===== src/rtl/umul8_arb2_pkg.sv =====
// Shared definitions for the two-requester shared 8x8 unsigned multiplier.
package umul8_arb2_pkg;

    localparam int OPER_W = 8;
    localparam int PROD_W = 16;

    typedef enum logic [1:0] {
        IDLE = 2'd0,
        CALC = 2'd1,
        RESP = 2'd2
    } state_t;

endpackage


===== src/rtl/rr_arb2.sv =====
// Two-input round-robin arbiter: combinational grant, pointer advances on every accepted grant.
module rr_arb2 (
    input  logic clk,
    input  logic reset,
    input  logic val0,
    input  logic val1,
    input  logic advance,
    output logic gnt0,
    output logic gnt1,
    output logic gnt_id
);

    logic ptr;

    // A lone requester always wins; the pointer only breaks ties.
    always_comb begin
        gnt_id = ptr;
        if (val0 && !val1) begin
            gnt_id = 1'b0;
        end else if (val1 && !val0) begin
            gnt_id = 1'b1;
        end
        gnt0 = val0 && !gnt_id;
        gnt1 = val1 && gnt_id;
    end

    always_ff @(posedge clk) begin
        if (reset) begin
            ptr <= 1'b0;
        end else if (advance) begin
            ptr <= ~gnt_id;
        end
    end

endmodule


===== src/rtl/umul8_arb2.sv =====
// One 8x8 unsigned multiplier shared by two val/rdy requesters, one transaction in flight.
module umul8_arb2
    import umul8_arb2_pkg::*;
(
    input  logic              clk,
    input  logic              reset,
    input  logic              req0_val,
    output logic              req0_rdy,
    input  logic [OPER_W-1:0] req0_a,
    input  logic [OPER_W-1:0] req0_b,
    input  logic              req1_val,
    output logic              req1_rdy,
    input  logic [OPER_W-1:0] req1_a,
    input  logic [OPER_W-1:0] req1_b,
    output logic              resp0_val,
    input  logic              resp0_rdy,
    output logic [PROD_W-1:0] resp0_prod,
    output logic              resp1_val,
    input  logic              resp1_rdy,
    output logic [PROD_W-1:0] resp1_prod
);

    state_t            state;
    state_t            state_nxt;
    logic [OPER_W-1:0] a_p0;
    logic [OPER_W-1:0] b_p0;
    logic              id_p0;
    logic [PROD_W-1:0] prod_p1;
    logic              gnt0;
    logic              gnt1;
    logic              gnt_id;
    logic              idle;
    logic              req_xfer;
    logic              resp_xfer;

    assign idle = (state == IDLE);

    rr_arb2 u_arb (
        .clk     (clk),
        .reset   (reset),
        .val0    (req0_val),
        .val1    (req1_val),
        .advance (req_xfer),
        .gnt0    (gnt0),
        .gnt1    (gnt1),
        .gnt_id  (gnt_id)
    );

    // Grants already include val, so any rdy in IDLE is a transfer.
    assign req0_rdy  = idle && gnt0;
    assign req1_rdy  = idle && gnt1;
    assign req_xfer  = req0_rdy || req1_rdy;

    assign resp0_val  = (state == RESP) && !id_p0;
    assign resp1_val  = (state == RESP) && id_p0;
    assign resp_xfer  = (resp0_val && resp0_rdy) || (resp1_val && resp1_rdy);
    assign resp0_prod = prod_p1;
    assign resp1_prod = prod_p1;

    always_comb begin
        state_nxt = state;
        case (state)
            IDLE:    if (req_xfer) state_nxt = CALC;
            CALC:    state_nxt = RESP;
            RESP:    if (resp_xfer) state_nxt = IDLE;
            default: state_nxt = IDLE;
        endcase
    end

    always_ff @(posedge clk) begin
        if (reset) begin
            state <= IDLE;
        end else begin
            state <= state_nxt;
        end
    end

    // Stage p0: operand capture from the winning requester.
    always_ff @(posedge clk) begin
        if (reset) begin
            a_p0  <= '0;
            b_p0  <= '0;
            id_p0 <= 1'b0;
        end else if (req_xfer) begin
            a_p0  <= gnt_id ? req1_a : req0_a;
            b_p0  <= gnt_id ? req1_b : req0_b;
            id_p0 <= gnt_id;
        end
    end

    // Stage p1: full-width product, held until the response is consumed.
    always_ff @(posedge clk) begin
        if (reset) begin
            prod_p1 <= '0;
        end else if (state == CALC) begin
            prod_p1 <= PROD_W'(a_p0) * PROD_W'(b_p0);
        end
    end

endmodule


===== config.mk =====
export PLATFORM = sky130hd
export DESIGN_NAME = umul8_arb2
export DESIGN_NICKNAME = d
export VERILOG_FILES = /design/src/rtl/umul8_arb2_pkg.sv /design/src/rtl/rr_arb2.sv /design/src/rtl/umul8_arb2.sv
export SDC_FILE = /design/constraint.sdc
export NUM_CORES = 1
export LEC_CHECK = 0
export ABC_AREA = 1
export CORE_MARGIN = 8
export CORE_UTILIZATION = 49
export DETAILED_ROUTE_END_ITERATION = 8
export GPL_TIMING_DRIVEN = 0
export PLACE_DENSITY_LB_ADDON = 0.15
export REMOVE_ABC_BUFFERS = 1
export SLEW_MARGIN = 20
export SYNTH_ARGS = -nofsm -noshare
export SYNTH_HDL_FRONTEND = slang
export SYNTH_HIERARCHICAL = 1
export SYNTH_SLANG_ARGS = --single-unit

===== constraint.sdc =====
create_clock -name clk -period 4 [get_ports clk]
set_clock_uncertainty 0.1 [all_clocks]
set_input_delay 0.8 -clock clk [delete_from_list [all_inputs] [get_ports clk]]
set_output_delay 0.8 -clock clk [all_outputs]
set_load 0.02 [all_outputs]

==> key figures <==
Final layout
  – Fill count: 742
  – Area Overhead vs Synth: 26.4%
  – Nets@finish: 748
  – Register area: 773 um^2
  – Final core occ: 63.1%
  – Final instance area: 5130 um^2
  – Multi-input gate area: 2690 um^2
  – Layout cells sized above 1: 14.6%
  – N_diodes: 0

Logic synthesis
  – Mapped Cells: 581
  – Yosys reg bits: 36
  – Post-synthesis adder-cell area fraction: 28.9%
  – Largest family of logic cells by synthesized area: adder cells
  – Synthesized area: 4060 um^2
  – Leading area contributor after synthesis: dfxtp_1
  – Area fraction in compound gates after synthesis: 6.72%
  – Seq/Total Area, Yosys: 17.8%
  – Yosys top cell area share: 17.8%
  – Xor and xnor area share after synthesis: 1.30%
  – Avg Cell Area, Syn: 6.98 um^2
  – Synth cell types: 27
  – Mux contribution to synthesized area: 3.95%
  – Synth warn: 6
  – Area contributors post-synth: dfxtp_1 18%, fa_1 18%, inv_1 14%, nand2_1 12%, ha_1 11%
  – Post-Synth Simple-Gate Area: 20.8%

Global routing
  – Initial antenna violation count: 0
  – Vias in the first global route: 3681
  – Global Route Usage Sum: 17.5%
  – First-pass GRT wire length: 16600 um
  – Total gr overflow: 0
  – Largest net degree at the start of global routing: 35

Setup path
  – Reg-to-reg setup timing slack: 140 ps
  – R2r startpoint: b_p0[2]$_SDFFE_PP0P_
  – CP endpoint kind: register
  – Required time of the critical path: 4090 ps
  – Bufs and invs on worst path: 6
  – Worst path depth: 19
  – CP top delay family: adder cells
  – CP Class: register to register
  – Reg2reg path depth: 19
  – Crit path cell chain: nand2_2, inv_2, fa_1, fa_1, fa_1, inv_2, fa_1, inv_2, ha_4, nand2_1, nand2_1, inv_1, nand2_2, inv_1, nand2_1, xnor2_1, nand2_1, nand2_1, inv_1
  – R2R Path End: resp0_prod[10]$_SDFFE_PP0N_
  – Largest stage delay, worst path: 550 ps
  – Worst path arrival time: 3950 ps
  – Cell mode on critical path: nand2_1
  – Startpoint Class: register
  – CP max FO: 7
  – Critical path's slowest cell: fa_1

Min path
  – Worst hold start: resp0_prod[0]$_SDFFE_PP0N_
  – Hold depth: 2
  – Hold-critical path endpoint: resp0_prod[0]$_SDFFE_PP0N_
  – Worst hold path type: register to register

Power
  – Pleak: 0.00294 uW
  – Max VDD drop: 237 uV
  – Cell area power density: 353 nW/um^2
  – Final Total Pwr: 1810 uW

Placement
  – Routability Congestion: 0.820
  – HPWL after DPL: 7330 um
  – PortBufs: 73
  – Placed cell areas: 4650 um^2

Route
  – Vias/cell: 4.76
  – Drt wl/cell: 13.4 um
  – Antenna Nets Post-Route: 0
  – Met3 wire len: 581 um
  – First-pass DRT Iterations: 4
  – DRT met1 WL: 4460 um
  – Top Layer Used: met4
  – Post-Route WL: 9980 um
  – DR WL met2: 4830 um
  – DRC: 0
  – Vias: 3539
  – Initial drt markers: 98

STA
  – Hold slack: 388 ps
  – Period utilization: 96.5%
  – Max Freq: 259 MHz
  – Slew Viols, Final: 0
  – Final-report setup violation count: 0
  – Unrepaired setup endpoints after global routing: yes
  – Worst Tran Pin Value: 1040 ps
  – Max-slew headroom: 30.9%
  – Final Hold Viols: 0
  – Period minus WS final: 3860 ps

CTS
  – CTS Buf Count: 5
  – Clock sinks: 36
  – Clock Latency Late Sink: 290 ps
  – Bufs on Longest Clock Path: 2
  – CTS tree: built
  – Root Buffer: clkbuf_8
  – Clk pin slew, worst setup/hold paths: 80 ps
  – # H-tree levels: 2

Floorplanning
  – # IOs: 74
  – # rows: 33
  – Die Wd: 107 um
  – Initial core utilization: 49.9%
  – Die Y: 107 um
  – Core outline area: 8130 um^2
  – Die ar.: 11400 um^2

Run
  – Max-cap violations: 0

Run status
  – Status: finished clean
[stage by stage]
stage / setup TNS [ps] / setup slack, ps / std cells
2_1_floorplan: 0 / 97.8 / 539
3_3_place_gp: -1810 / -297 / 717
3_5_place_dp: -2010 / -326 / 717
4_1_cts: 0 / 0.415 / 733
5_1_grt: -78.2 / -36.0 / 744
6_report: 0 / 140 / 744
[cells in the final DEF, fill, tap and decap left out, types with 5 or more instances in the layout]
cell type,count
mux2i_1,16
ha_4,5
nor2_2,5
a21oi_1,23
dfxtp_4,14
nand4_1,5
nand2_2,14
dfxtp_1,22
clkbuf_8,5
clkdlybuf4s50_1,73
nand2_1,114
buf_4,15
inv_1,140
fa_1,33
ha_1,29
o21ai_0,11
nand3_1,19
inv_2,10
o21ai_1,13
nor2_1,36
[sequential cells by signal (all words and copies together), names as in the netlist]
name	flops
a_p0	8
b_p0	8
id_p0	1
resp0_prod	16
state	2
u_arb/ptr	1
[cells in the mapped netlist (all sizes together)]
library cell and instances:
xor2 4, o21ai 24, ha 36, a21o 1, nand3 21, nand2 132, xnor2 2, fa 36
buf 26, clkbuf 16, dfxtp 36, inv 151, nor3 2, and2 1, nor2 45, nand4 5
o31ai 1, mux2i 16, a21oi 26
[kinds of logic (layout without fill, tap and decap cells)]
kind of cell / Yosys count / after routing
and+or+nand+nor: 206 / 206
buffers and inverters: 193 / 251
adders and majority gates: 72 / 72
AOI/OAI and AO/OA: 52 / 52
DFF: 36 / 36
muxes: 16 / 16
xor gates and xnor gates: 6 / 6
[routing by layer]
metal / GRT usage [%] / vias up
met5: 0 / -
met4: 4.22 / 0
met3: 4.02 / 10
met2: 29.8 / 109
met1: 21.7 / 1604
li1: - / 1816
[final cells by class]
cell class,instances,share of cell area (%)
multi-input combinational,352,52.4
timing repair buffer,92,16.8
sequential,36,15.1
inverter,151,11.1
tap,105,2.56
clock buffer,6,1.41
clock inverter,2,0.683
[timing repair]
item                       CTS  global route
buffers inserted             8            11
hold buffers                 0             0
setup endpoints to repair    9            10
gates resized for setup     30            51
pin swaps                    2            39
[tightest hold or removal path, cell delays in order (launching register included)]
cell	delay, ps
dfxtp_1	330
nand2_1	60
a21oi_1	50
[where the power goes]
group          internal (uW)  switching [uW]
sequential               419            78.0
clock                    185             139
combinational            440             549
[how the worst max path moves through the flow]
stage                          from                          end  slack, ps
2_1_floorplan  a_p0[0]$_SDFFE_PP0P_  resp0_prod[15]$_SDFFE_PP0N_        100
3_3_place_gp   a_p0[0]$_SDFFE_PP0P_  resp0_prod[15]$_SDFFE_PP0N_       -300
3_5_place_dp   a_p0[0]$_SDFFE_PP0P_  resp0_prod[15]$_SDFFE_PP0N_       -330
4_1_cts        a_p0[2]$_SDFFE_PP0P_  resp0_prod[12]$_SDFFE_PP0N_        0.4
5_1_grt        a_p0[3]$_SDFFE_PP0P_  resp0_prod[10]$_SDFFE_PP0N_        -40
6_report       b_p0[2]$_SDFFE_PP0P_  resp0_prod[10]$_SDFFE_PP0N_        140
Power figures use the tool's default switching activity.
